**src/rtl/signal_tracker_ctrl_pkg.sv**
```systemverilog
// Shared types for the signal tracker query arbiter: FSM states, error codes
// and the start/end time pair returned by the tracker.
package signal_tracker_ctrl_pkg;

   typedef enum logic [2:0] {
      S_IDLE    = 3'd0,
      S_ISSUE   = 3'd1,
      S_WAIT    = 3'd2,
      S_CLEAR   = 3'd3,
      S_RESPOND = 3'd4
   } state_t;

   typedef enum logic [1:0] {
      ERR_OK      = 2'd0,
      ERR_RANGE   = 2'd1,
      ERR_TIMEOUT = 2'd2
   } err_t;

   localparam logic signed [31:0] TIME_NONE = -32'sd1;

   typedef struct packed {
      logic signed [31:0] t_end;
      logic signed [31:0] t_start;
   } time_pair_t;

endpackage

```
**src/rtl/signal_tracker_query_arbiter_rr_arbiter.sv**
```systemverilog
// Round-robin picker: searches from last_grant+1 (mod NUM_REQ) for the first
// pending request and reports it as one-hot and as an index.
module rr_arbiter #(
   parameter int unsigned NUM_REQ = 4,
   localparam int unsigned IDX_W  = (NUM_REQ > 1) ? $clog2(NUM_REQ) : 1
) (
   input  logic [NUM_REQ-1:0] req,
   input  logic [IDX_W-1:0]   last_grant,
   output logic [NUM_REQ-1:0] gnt_onehot,
   output logic [IDX_W-1:0]   gnt_idx,
   output logic               any
);

   int unsigned cand;

   always_comb begin
      gnt_onehot = '0;
      gnt_idx    = '0;
      any        = 1'b0;
      cand       = 0;
      for (int unsigned i = 1; i <= NUM_REQ; i++) begin
         cand = (32'(last_grant) + i) % NUM_REQ;
         if (!any && req[IDX_W'(cand)]) begin
            any                     = 1'b1;
            gnt_idx                 = IDX_W'(cand);
            gnt_onehot[IDX_W'(cand)] = 1'b1;
         end
      end
   end

endmodule

```
**src/rtl/signal_tracker_query_arbiter.sv**
```systemverilog
// Shares one signal tracker among NUM_REQ requesters: round-robin grant, range
// check, recalculate/clear handshake with timeout, one-cycle response.
module signal_tracker_query_arbiter
   import signal_tracker_ctrl_pkg::*;
#(
   parameter int unsigned NUM_REQ        = 4,
   parameter int unsigned BUFFER_WIDTH   = 8,
   parameter int unsigned TIMEOUT_CYCLES = 4
) (
   input  logic                          clk,
   input  logic                          rst,
   input  logic [NUM_REQ-1:0]            req_valid,
   input  logic [NUM_REQ-1:0][31:0]      req_value,
   output logic [NUM_REQ-1:0]            req_ready,
   output logic [NUM_REQ-1:0]            resp_valid,
   output logic signed [31:0]            resp_start,
   output logic signed [31:0]            resp_end,
   output logic [1:0]                    resp_err,
   output logic                          busy,
   output logic [31:0]                   trk_counter,
   output logic [31:0]                   trk_value_in,
   output logic                          trk_recalculate,
   input  logic [1:0][31:0]              trk_time_out,
   input  logic                          trk_data_valid
);

   localparam int unsigned IDX_W = (NUM_REQ > 1) ? $clog2(NUM_REQ) : 1;
   localparam int unsigned TO_W  = $clog2(TIMEOUT_CYCLES + 1);

   state_t           state, state_nxt;
   logic [IDX_W-1:0] last_grant, last_nxt;
   logic [IDX_W-1:0] cur, cur_nxt;
   logic [31:0]      value_nxt;
   logic [TO_W-1:0]  to_cnt, to_nxt;
   time_pair_t       res_q, res_nxt;
   err_t             err_q, err_nxt;
   logic             stale, stale_nxt;

   logic [NUM_REQ-1:0] gnt_onehot;
   logic [IDX_W-1:0]   gnt_idx;
   logic               gnt_any;
   logic [31:0]        value_sel;
   logic               range_fail;

   rr_arbiter #(.NUM_REQ(NUM_REQ)) u_rr (
      .req        (req_valid),
      .last_grant (last_grant),
      .gnt_onehot (gnt_onehot),
      .gnt_idx    (gnt_idx),
      .any        (gnt_any)
   );

   // A query can only look back as far as both the history depth and elapsed time allow
   assign value_sel  = req_value[gnt_idx];
   assign range_fail = (value_sel > 32'(BUFFER_WIDTH)) ||
                       ((trk_counter < 32'(BUFFER_WIDTH)) && (value_sel > trk_counter));

   always_comb begin
      state_nxt = state;
      last_nxt  = last_grant;
      cur_nxt   = cur;
      value_nxt = trk_value_in;
      to_nxt    = to_cnt;
      res_nxt   = res_q;
      err_nxt   = err_q;
      stale_nxt = stale;
      req_ready = '0;
      case (state)
         S_IDLE: begin
            if (trk_data_valid) begin
               state_nxt = S_CLEAR;
               stale_nxt = 1'b1;
            end else begin
               req_ready = gnt_onehot;
               if (gnt_any) begin
                  last_nxt  = gnt_idx;
                  cur_nxt   = gnt_idx;
                  value_nxt = value_sel;
                  stale_nxt = 1'b0;
                  if (range_fail) begin
                     res_nxt   = '{t_end: TIME_NONE, t_start: TIME_NONE};
                     err_nxt   = ERR_RANGE;
                     state_nxt = S_RESPOND;
                  end else begin
                     state_nxt = S_ISSUE;
                  end
               end
            end
         end
         S_ISSUE: begin
            state_nxt = S_WAIT;
            to_nxt    = '0;
         end
         S_WAIT: begin
            if (trk_data_valid) begin
               res_nxt.t_start = trk_time_out[0];
               res_nxt.t_end   = trk_time_out[1];
               err_nxt         = ERR_OK;
               state_nxt       = S_CLEAR;
            end else if (to_cnt == TO_W'(TIMEOUT_CYCLES - 1)) begin
               res_nxt   = '{t_end: TIME_NONE, t_start: TIME_NONE};
               err_nxt   = ERR_TIMEOUT;
               state_nxt = S_RESPOND;
            end else begin
               to_nxt = to_cnt + TO_W'(1);
            end
         end
         S_CLEAR:   state_nxt = stale ? S_IDLE : S_RESPOND;
         S_RESPOND: state_nxt = S_IDLE;
         default:   state_nxt = S_IDLE;
      endcase
   end

   // State and internal latches
   always_ff @(posedge clk or posedge rst) begin
      if (rst) begin
         state        <= S_IDLE;
         last_grant   <= IDX_W'(NUM_REQ - 1);
         cur          <= '0;
         trk_value_in <= '0;
         to_cnt       <= '0;
         res_q        <= '{t_end: TIME_NONE, t_start: TIME_NONE};
         err_q        <= ERR_OK;
         stale        <= 1'b0;
      end else begin
         state        <= state_nxt;
         last_grant   <= last_nxt;
         cur          <= cur_nxt;
         trk_value_in <= value_nxt;
         to_cnt       <= to_nxt;
         res_q        <= res_nxt;
         err_q        <= err_nxt;
         stale        <= stale_nxt;
      end
   end

   // Registered outputs, decoded from the upcoming state so they align with it
   always_ff @(posedge clk or posedge rst) begin
      if (rst) begin
         trk_counter     <= '0;
         trk_recalculate <= 1'b0;
         busy            <= 1'b0;
         resp_valid      <= '0;
         resp_start      <= TIME_NONE;
         resp_end        <= TIME_NONE;
         resp_err        <= 2'(ERR_OK);
      end else begin
         trk_counter     <= trk_counter + 32'd1;
         trk_recalculate <= (state_nxt == S_ISSUE) || (state_nxt == S_CLEAR);
         busy            <= (state_nxt != S_IDLE);
         resp_valid      <= '0;
         if (state_nxt == S_RESPOND) begin
            resp_valid[cur_nxt] <= 1'b1;
            resp_start          <= res_nxt.t_start;
            resp_end            <= res_nxt.t_end;
            resp_err            <= 2'(err_nxt);
         end
      end
   end

endmodule

```
**config.mk**
```make
export PLATFORM = sky130hd
export DESIGN_NAME = signal_tracker_query_arbiter
export DESIGN_NICKNAME = d
export VERILOG_FILES = /design/src/rtl/signal_tracker_ctrl_pkg.sv /design/src/rtl/signal_tracker_query_arbiter_rr_arbiter.sv /design/src/rtl/signal_tracker_query_arbiter.sv
export SDC_FILE = /design/constraint.sdc
export NUM_CORES = 1
export LEC_CHECK = 0
export CORE_UTILIZATION = 40
export CTS_BUF_LIST = sky130_fd_sc_hd__clkbuf_4 sky130_fd_sc_hd__clkbuf_8
export CTS_CLUSTER_SIZE = 24
export DETAILED_ROUTE_END_ITERATION = 8
export GPL_TIMING_DRIVEN = 1
export PLACE_DENSITY = 0.69
export SYNTH_ARGS = -nofsm -noshare
export SYNTH_HDL_FRONTEND = slang
export SYNTH_SLANG_ARGS = --single-unit
```
**constraint.sdc**
```tcl
create_clock -name clk -period 7.25 [get_ports clk]
set_clock_uncertainty 0.05 [all_clocks]
set_input_delay 1.0875 -clock clk [delete_from_list [all_inputs] [get_ports clk]]
set_output_delay 1.0875 -clock clk [all_outputs]
set_load 0.01 [all_outputs]
```
# After elaboration in Yosys (flattened, before gate mapping)
# Index checks and enable logic that the tools add are counted.
# W data, S select, Z words.
[totals]
register_bits = 213
latchBits = 0
mem_bits_rw = 0
mem_bits_ro = 0
input_bits = 199
elab_cells = 132
n_memories = 0
[classes]
add_sub_neg = 6
n_mul = 0
n_div = 0
n_lt_le_gt_ge = 14
eq_ne = 9
shift = 0
mux = 62
n_bitwise = 4
n_reduce_logical = 21
[ops]
columns = ["operator", "count"]
rows = [
  ["$mux W64", 5],
  ["$pmux W64 S2", 1],
  ["$bmux W32 S2", 1],
  ["$add A32 B1 Y32 const B", 1],
  ["$gt A32 B32 Y1", 1],
  ["$gt A32 B4 Y1 const B", 1],
  ["$lt A32 B4 Y1 const B", 1],
  ["$mux W32", 1],
  ["$mux W4", 7],
  ["$mux W2", 12],
  ["$mux W3", 8],
  ["$lt A2 B3 Y1 const B", 6],
  ["$mux W1", 15],
  ["$eq A3 B2 Y1 const B", 4],
  ["$or A4 B4 Y4", 3],
  ["$pmux W3 S4", 1],
  ["$demux W1 S2", 5],
  ["$ge A2 B1 Y1 const B", 5],
  ["$logic_and A1 B1 Y1", 9],
  ["$bmux W1 S2", 4],
  ["$eq A3 B1 Y1 const B", 2],
  ["$pmux W3 S2", 1],
  ["$reduce_and A3 Y1", 2],
  ["$add A2 B1 Y2 const B", 2],
  ["other kinds (12)", 18],
]

# Depth between registers and ports, before layout
# Gate-level depths: netlist (run 1).
[logic_depth]
word_depth = 24
depth_mapped = 27
depth_no_buf = 19

# Hierarchy
# Synthesis (run 1) repeated with hierarchy kept, for this count alone.
[unflattened]
hier_cells = 1060
hier_area_um2 = 10786.6
[by_module_without_submodules]
columns = ["mod", "instances", "cells_each", "area_each_um2"]
rows = [
  ["signal_tracker_query_arbiter", 1, 974, 10157.2],
  ["rr_arbiter", 1, 86, 629.4],
]

# Worst setup path after synthesis (run 1)
# Ideal clock, no wire load.
[synth_timing]
path_kind = "reg2reg"
startpoint = "register last_grant[0]"
endpoint = "register resp_err[0]"
setup_time_ps = 136
arrival_ps = 5582
required_ps = 7064
setup_slack_ps = 1482
stages_incl_launch_ff = 27
period_less_slack_ps = 5768
cell_sequence = "dfstp_2 -> buf_4 -> inv_1 -> clkbuf_1 -> ha_1 -> clkbuf_1 -> nor3b_1 -> a2111oi_0 -> a31o_2 -> buf_2 -> clkbuf_1 -> buf_1 -> clkbuf_1 -> nand2_1 -> a31oi_1 -> ha_1 -> a21o_1 -> a21o_1 -> a221oi_1 -> o21a_1 -> o211ai_1 -> a31oi_1 -> o211ai_1 -> o21ai_2 -> buf_6 -> buf_8 -> o211ai_2"
[synth_between]
elab_chain_cells = 23
elab_cells_between_ends = 41
[synth_rtl]
columns = ["element", "line_no", "rtl"]
rows = [
  ["start: declaration", "signal_tracker_query_arbiter.sv:31", "logic [IDX_W-1:0] last_grant, last_nxt;"],
  ["start signal: assignment", "signal_tracker_query_arbiter.sv:118", "last_grant <= IDX_W'(NUM_REQ - 1);"],
  ["start signal: assignment", "signal_tracker_query_arbiter.sv:127", "last_grant <= last_nxt;"],
  ["$add A2 B1 Y2", "signal_tracker_query_arbiter_rr_arbiter.sv:22", "cand = (32'(last_grant) + i) % NUM_REQ;"],
  ["$bmux W1 S2", "signal_tracker_query_arbiter_rr_arbiter.sv:23", "if (!any && req[IDX_W'(cand)]) begin"],
  ["$mux W1 (implied by the code)", "signal_tracker_query_arbiter_rr_arbiter.sv:23", ""],
  ["$mux W1", "signal_tracker_query_arbiter_rr_arbiter.sv:23", ""],
  ["$logic_not A1 Y1", "signal_tracker_query_arbiter_rr_arbiter.sv:23", ""],
  ["$logic_and A1 B1 Y1", "signal_tracker_query_arbiter_rr_arbiter.sv:23", ""],
  ["$mux W1", "signal_tracker_query_arbiter_rr_arbiter.sv:23", ""],
  ["$logic_not A1 Y1", "signal_tracker_query_arbiter_rr_arbiter.sv:23", ""],
  ["[7 not listed]", "-", ""],
  ["named net value_sel[9]", "signal_tracker_query_arbiter.sv:42", "logic [31:0] value_sel;"],
  ["$gt A32 B32 Y1", "signal_tracker_query_arbiter.sv:56", "((trk_counter < 32'(BUFFER_WIDTH)) && (value_sel > trk_counter));"],
  ["$logic_and A1 B1 Y1", "signal_tracker_query_arbiter.sv:56", ""],
  ["$logic_or A1 B1 Y1 (*)", "signal_tracker_query_arbiter.sv:55", "assign range_fail = (value_sel > 32'(BUFFER_WIDTH)) ||"],
  ["$mux W3", "signal_tracker_query_arbiter.sv:80", "if (range_fail) begin"],
  ["$mux W3", "signal_tracker_query_arbiter.sv:75", "if (gnt_any) begin"],
  ["$mux W3", "signal_tracker_query_arbiter.sv:70", "if (trk_data_valid) begin"],
  ["$pmux W3 S4", "signal_tracker_query_arbiter.sv:68", "case (state)"],
  ["$eq A3 B3 Y1", "signal_tracker_query_arbiter.sv:152", "if (state_nxt == S_RESPOND) begin"],
  ["end signal: assignment", "signal_tracker_query_arbiter.sv:146", "resp_err <= 2'(ERR_OK);"],
  ["end signal: assignment", "signal_tracker_query_arbiter.sv:156", "resp_err <= 2'(err_nxt);"],
  ["end: declaration", "signal_tracker_query_arbiter.sv:18", "output logic [1:0] resp_err,"],
]
# Mark *: on every way through the listed nets, which the timed path passes. The rest lies on a longest branch. The select of a mux whose other input is x is not followed.
# A chain may end at the register's enable or synchronous reset.

# Worst setup path after layout (run 1)
# Same ends and word-level chain as after synthesis.

==> results of run 1 <==
through the flow:
| step | setup WS, ps | hold slack (ps) | total power, uW | utilization | cell area (sq um) |
|---|---|---|---|---|---|
| 2_1_floorplan | 505 | 419 | 4720 | - | 11700 |
| 3_3_place_gp | 642 | 408 | 6040 | 0.532 | 15300 |
| 3_5_place_dp | 560 | 411 | 6140 | 0.532 | 15300 |
| 4_1_cts | 897 | 424 | 7290 | 0.558 | 16000 |
| 5_1_grt | 530 | 447 | 7770 | 0.558 | 16000 |
| 6_report | 920 | 423 | 7260 | 0.558 | 16000 |
report_power, final:
group | switching [uW] | internal, uW | leakage (uW)
sequential | 246 | 1850 | 0.00244
combinational | 2290 | 1770 | 0.00388
clock | 495 | 606 | 0.000392
total | 3030 | 4220 | 0.00671
routing by layer:
metal,part of all wire,wire (um)
met5,0.00065,24
met4,0.032,1200
met3,0.095,3510
met2,0.45,16900
met1,0.42,15500
cell usage after synthesis, drive strengths merged (21+ instances only):
library cell,number
dfstp,130
a31oi,25
mux2i,21
clkbuf,55
nor2,64
and3,25
nor4,22
xnor2,29
dfrtp,83
a21oi,35
nand2,292
inv,42
ha,43
buf,25
o211ai,68
o22ai,51
flip-flops by register name, summed over array words and instances, names as in the netlist:
signal	cells
resp_err	2
last_grant	2
trk_value_in	32
err_q	2
trk_recalculate	1
res_q	64
resp_start	32
trk_counter	32
to_cnt	3
state	3
resp_end	32
busy	1
cur	2
resp_valid	4
stale	1
worst min path at each step:
stage	from	end	slack [ps]	cells after the start
floorplan	state[2]	state[1]	420	1
global placement	trk_value_in[9]	trk_value_in[9]	410	2
detailed placement	trk_value_in[9]	trk_value_in[9]	410	2
CTS	trk_value_in[9]	trk_value_in[9]	420	2
global route	trk_value_in[18]	trk_value_in[18]	450	2
finish	trk_value_in[9]	trk_value_in[9]	420	2
worst max-delay path, delay by kind of cell, from the launching register on:
kind	cells	cell delay [ps]
fa+ha+maj	2	840
simple gates	2	820
flops	1	870
buf+inv	2	510
mux	2	1250
compound gates	8	1850
cell type report:
type / count / area share
multi-input cells: 866 / 0.349
flip-flops and latches: 213 / 0.343
well taps: 384 / 0.0300
clock buffers: 56 / 0.0427
clock inverters: 6 / 0.00336
inverters: 43 / 0.0106
repair buffers: 357 / 0.222
cell families after synthesis:
group	share of synthesized area
adder cells (fa/ha/maj)	0.0461
buffers and inverters	0.0538
flip-flops	0.470
AND/OR/NAND/NOR	0.187
multiplexers	0.0424
XOR/XNOR	0.0225
AO/OA/AOI/OAI	0.178
placed cells by master, fill, tap and decap left out, types with 18 or more instances in the layout:
master / count
a31oi_1: 25
mux2i_1: 21
dfstp_2: 130
nor4_1: 22
clkdlybuf4s50_1: 338
and3_1: 25
dfrtp_1: 83
o211ai_2: 58
inv_1: 41
ha_1: 43
nor2_1: 61
clkbuf_8: 42
o22ai_1: 51
nand2_1: 292
a21oi_1: 35
xnor2_1: 29
nand4_1: 18
==> summary.txt, run 1 <==
Drt
  • Vias/cell: 5.46
  • Starting DRT DRC Count: 687
  • Drt pass-1 iters: 5
  • Drt drc: 0
  • DRT Wirelength: 37.1 mm
  • DR vias: 10500
  • ANT nets after route: 0
  • Wire per inst: 19.2 um

Hold path
  • Hold WC Path Type: reg -> reg

Pwr
  • Power per cell area: 453 mW/mm^2
  • Lkg Pwr: 0.00671 uW
  • Worst vdd ir: 0.270 mV

CTS
  • # H-tree levels: 2
  • Root buf cell: clkbuf_8
  • Clk_lat worst skew: 540 ps
  • Cts-stage hold buffer count: 0
  • Post-CTS setup buffer count: 0
  • Clock tree from TritonCTS: yes
  • Clock sink count: 213
  • Resize count post-CTS: 0
  • Clk slew on worst S/H paths: 60 ps
  • CTS Buf Count: 37
  • Clock buffer depth: 3

Placed design
  • Placed Cells: 1863
  • DP Wirelength: 26.8 mm
  • I/O Buffers: 338
  • Gpl congestion: 0.933

Setup path
  • R2R Setup Slk: 920 ps
  • Critical path startpoint category: register
  • Critical Path Fanout Max: 33
  • Crit-path max cell delay: 870 ps
  • CP endpoint kind: register
  • Worst r2r path cells: 16
  • Critical Path End: resp_err[0]
  • CP cell instances: inv_1 > ha_1 > mux4_2 > o21a_1 > nor2_4 > mux2i_1 > ha_1 > and2_1 > a221oi_1 > o21a_1 > o211ai_1 > a31oi_1 > o211ai_1 > o21ai_4 > buf_4 > o211ai_2
  • Crit-path slowest cell: dfstp_2
  • Worst Setup Path Type: reg -> reg
  • Data required time of the critical path: 7590 ps
  • Arrival @ worst endpoint: 6670 ps
  • RR Startpoint: last_grant[0]
  • Worst R2R End: resp_err[0]
  • Setup crit start: last_grant[0]

Synth
  • Mapped Avg Cell Area: 9.72 sq um
  • Register bit total from synthesis: 213
  • Sequential-to-total area share from yosys stat: 0.470
  • EDFF count, synth: 0
  • Area leader, netlist: dfstp_2
  • Synth cell types: 69
  • Synth area leaders: dfstp_2, dfrtp_1, nand2_1
  • Synth top area share: 0.292
  • Syn Std Cell Area: 0.0117 sq mm
  • Ys flop type: dfstp_2
  • Mapped Cells: 1202
  • Asr flop ratio synth: 1.00
  • Syn Nets: 1444
  • Synth warnings: 0

Floorplan
  • Core area: 0.0287 sq mm
  • # rows: 62
  • Die area: 0.0299 sq mm
  • Die width: 173 um
  • Io pins: 339
  • Initial core utilization: 0.407
  • Die Y: 173 um

GRT
  • Met3 Usage GRT: 0.0794
  • GRT Total Usage: 0.243
  • Largest net degree at the start of global routing: 146
  • First-pass GRT wire length: 58.1 mm
  • GR met1 Demand/Resource: 0.309
  • Gr ovfl total: 0
  • Vias in the first global route: 10400
  • Met2 GRT Util: 0.387
  • Antenna violations before repair: 3
  • GR peak layer: met2

Finish
  • Register area: 0.00549 sq mm
  • Non-Filler Instances: 1925
  • Antenna cells: 0
  • Filler instances: 2591
  • Area occupied by multi-input gates: 0.00558 sq mm
  • P&R area growth vs syn: 37.1%
  • Nets: 1760
  • Share of layout cells above drive strength 1: 0.199

Timing
  • Maximum clock rate: 0.158 GHz
  • Sum Neg Setup Slack: 0 ps
  • Final cycle utilization of the critical path: 0.873
  • Setup violators final: 0
  • Slew headroom: 0.301
  • Tmin final: 6330 ps
  • Final hold vios: 0
  • RSZ-0062 raised after global routing: no
  • Final slew viol count: 0
  • Actual slew at the worst max-slew pin: 1050 ps

Run
  • Max-cap check violation count: 0

Run status
  • Status: finished, final reports clean
Power figures use the tool's default switching activity.
==> inputs of run 2 (changes only) <==
--- a/config.mk
+++ b/config.mk
@@ -5,6 +5,7 @@
 export SDC_FILE = /design/constraint.sdc
 export NUM_CORES = 1
 export LEC_CHECK = 0
+export ABC_CLOCK_PERIOD_IN_PS = 7250
 export CORE_UTILIZATION = 40
 export CTS_BUF_LIST = sky130_fd_sc_hd__clkbuf_4 sky130_fd_sc_hd__clkbuf_8
 export CTS_CLUSTER_SIZE = 24
==> constraint.sdc (replaced) <==
create_clock -name clk -period 7.25 [get_ports clk]
set_clock_uncertainty 0.05 [all_clocks]
set_input_delay 1.0875 -clock clk [delete_from_list [all_inputs] [get_ports clk]]
set_output_delay 1.0875 -clock clk [all_outputs]
set_load 0.005 [all_outputs]
==> results of run 2 <==
Same layout as run 1 (identical final DEF). Status: finished, final reports clean.
Main changes from that run: total power 7260 uW -> 7150 uW; worst IR drop on VDD 0.270 mV -> 0.265 mV
==> inputs of run 3 (changes only) <==
--- a/config.mk
+++ b/config.mk
@@ -6,12 +6,14 @@
 export NUM_CORES = 1
 export LEC_CHECK = 0
 export ABC_CLOCK_PERIOD_IN_PS = 7250
-export CORE_UTILIZATION = 40
+export CELL_PAD_IN_SITES_DETAIL_PLACEMENT = 1
+export CELL_PAD_IN_SITES_GLOBAL_PLACEMENT = 2
+export CORE_UTILIZATION = 30
 export CTS_BUF_LIST = sky130_fd_sc_hd__clkbuf_4 sky130_fd_sc_hd__clkbuf_8
 export CTS_CLUSTER_SIZE = 24
 export DETAILED_ROUTE_END_ITERATION = 8
 export GPL_TIMING_DRIVEN = 1
-export PLACE_DENSITY = 0.69
+export PLACE_DENSITY_LB_ADDON = 0.1
 export SYNTH_ARGS = -nofsm -noshare
 export SYNTH_HDL_FRONTEND = slang
 export SYNTH_SLANG_ARGS = --single-unit
==> run 3 against run 2 <==
Critical path depth decreased by 1. Final cell count is 7.2% higher. Routed wire length is 19% higher. Clock-buffer cell count up 5. Critical path type is now in -> reg. Clock power is 14% higher. Flip-flop and latch count stayed put. Largest power group unchanged.
==> summary.txt, run 3 (synthesis results as in run 1) <==
Floorplan
  • Initial core utilization: 0.307 (-0.0997)
  • Die Y: 199 um (+15%)
  • # rows: 71 (+15%)
  • Die area: 0.0397 sq mm (+33%)
  • Die width: 199 um (+15%)
  • Core area: 0.0380 sq mm (+32%)
  • Io pins: 339 (unchanged)

GRT
  • Largest net degree at the start of global routing: 79 (-46%)
  • Antenna violations before repair: 2 (-1)
  • GRT Total Usage: 0.222 (-0.0212)
  • First-pass GRT wire length: 66.9 mm (+15%)
  • Gr ovfl total: 0 (unchanged)
  • Vias in the first global route: 11200 (+7.2%)

Drt
  • DRT Wirelength: 44.3 mm (+19%)
  • ANT nets after route: 0 (unchanged)
  • Vias/cell: 5.11 (-6.3%)
  • DR vias: 10600 (+0.49%)
  • Wire per inst: 21.4 um (+11%)
  • Drt drc: 0 (unchanged)
  • Starting DRT DRC Count: 366 (-47%)
  • Drt pass-1 iters: 5 (unchanged)

CTS
  • Cts-stage hold buffer count: 0 (unchanged)
  • Clock sink count: 213 (unchanged)
  • Post-CTS setup buffer count: 0 (unchanged)
  • CTS Buf Count: 39 (+5.4%)
  • # H-tree levels: 2 (unchanged)
  • Clk slew on worst S/H paths: 60 ps (about the same)
  • Root buf cell: clkbuf_8
  • Clk_lat worst skew: 560 ps (+20 ps)
  • Resize count post-CTS: 0 (unchanged)
  • Clock tree from TritonCTS: yes
  • Clock buffer depth: 3 (unchanged)

Hold path
  • Hold endpoint: trk_value_in[30]
  • Hold path startpoint: trk_value_in[30]
  • Hold WC Path Type: reg -> reg
  • Worst hold path cell count: 2 (unchanged)

Setup path
  • Critical path startpoint category: primary input
  • Crit-path slowest cell: o21ai_4
  • Setup crit start: req_valid[0]
  • Arrival @ worst endpoint: 6860 ps (+190 ps)
  • Worst R2R End: resp_start[30]
  • Worst r2r path cells: 17 (+1)
  • Crit-path max cell delay: 790 ps (-80 ps)
  • Data required time of the critical path: 7650 ps (+60 ps)
  • Worst Setup Path Type: in -> reg
  • Critical Path Fanout Max: 70 (+110%)
  • CP endpoint kind: register
  • RR Startpoint: last_grant[1]
  • CP most frequent cell: o211ai_1
  • CP cell instances: clkdlybuf4s50_1 > mux4_2 > o21a_1 > nor2_4 > mux2i_1 > ha_1 > and2_1 > a221oi_1 > o21a_1 > o211ai_1 > a31oi_1 > o211ai_1 > o21ai_4 > buf_12 > o211ai_1
  • R2R Setup Slk: 840 ps (-80 ps)

Pwr
  • Worst vdd ir: 0.170 mV
  • Lkg Pwr: 0.00680 uW (+1.3%)
  • Power per cell area: 461 mW/mm^2

Timing
  • RSZ-0062 raised after global routing: no
  • Actual slew at the worst max-slew pin: 1060 ps (+12.5 ps)
  • Setup violators final: 0 (unchanged)
  • Final cycle utilization of the critical path: 0.890 (+0.0173)
  • Final hold vios: 0 (unchanged)
  • Sum Neg Setup Slack: 0 ps (unchanged)
  • Slew headroom: 0.291 (-0.0100)
  • Tmin final: 6460 ps (+125 ps)
  • Final slew viol count: 0 (unchanged)
  • Maximum clock rate: 0.155 GHz (-1.9%)

Placed design
  • DP Wirelength: 32.5 mm (+21%)
  • I/O Buffers: 338 (unchanged)
  • Gpl congestion: 0.833 (-11%)

Finish
  • Biggest register: res_q
  • Max reg flops: 64 (unchanged)
  • Nets: 1769 (+0.51%)
  • P&R area growth vs syn: 40.0%
  • Share of layout cells above drive strength 1: 0.204 (+0.00568)
  • Most common cell after layout, fill and taps aside: clkdlybuf4s50_1
  • Post-layout util: 0.430 (-0.128)
  • Most frequent cells in the layout: clkdlybuf4s50_1, nand2_1, dfstp_2

Run
  • Max-cap check violation count: 0 (unchanged)

Run status
  • Status: finished, final reports clean
[run 3: worst max-delay path by stage]
| stage | end | cells after the start | slack [ps] |
|---|---|---|---|
| 2_1_floorplan | busy | 1 | 510 |
| 5_1_grt | resp_start[25] | 21 | 410 |
| 3_5_place_dp | resp_start[30] | 15 | 260 |
| 6_report | resp_start[30] | 15 | 790 |
| 3_3_place_gp | resp_start[30] | 15 | 410 |
| 4_1_cts | resp_start[30] | 17 | 860 |
[run 3: stage by stage]
stage                     cell area, sq um  instances  hold WS (ps)  setup WS [ps]  power (uW)
after detailed placement             15500       1997           412            263        6310
after CTS                            16300       2063           426            861        7620
after floorplan                      11700       1202           419            505        4620
after global placement               15500       1997           407            405        6230
after global routing                 16300       2064           455            412        8120
final                                16300       2064           420            795        7540
[run 3: layer usage]
metal,share of wire,GRT usage
met3,0.061,0.0513
met4,0.022,0.0627
met2,0.46,0.352
met5,0.00025,0
met1,0.46,0.300
[run 3: critical path, delay by kind of cell]
family | cells | cell delay [ps]
AO/OA/AOI/OAI | 8 | 2280
multiplexers | 2 | 1350
buffers and inverters | 2 | 990
AND/OR/NAND/NOR | 2 | 740
adder cells (fa/ha/maj) | 1 | 350
[run 3: where the power goes]
group | internal [uW] | switching, uW
logic | 1840 | 2370
clock network | 720 | 525
registers | 1850 | 234
[run 3: cell type report]
type,instances,area (sq um)
inverter,43,169
clock buffer,61,739
sequential,213,5490
fill,4388,21700
clock inverter,5,90.1
multi-input combinational,866,5590
timing repair buffer,364,3630
tap,511,639
antenna,1,2.50
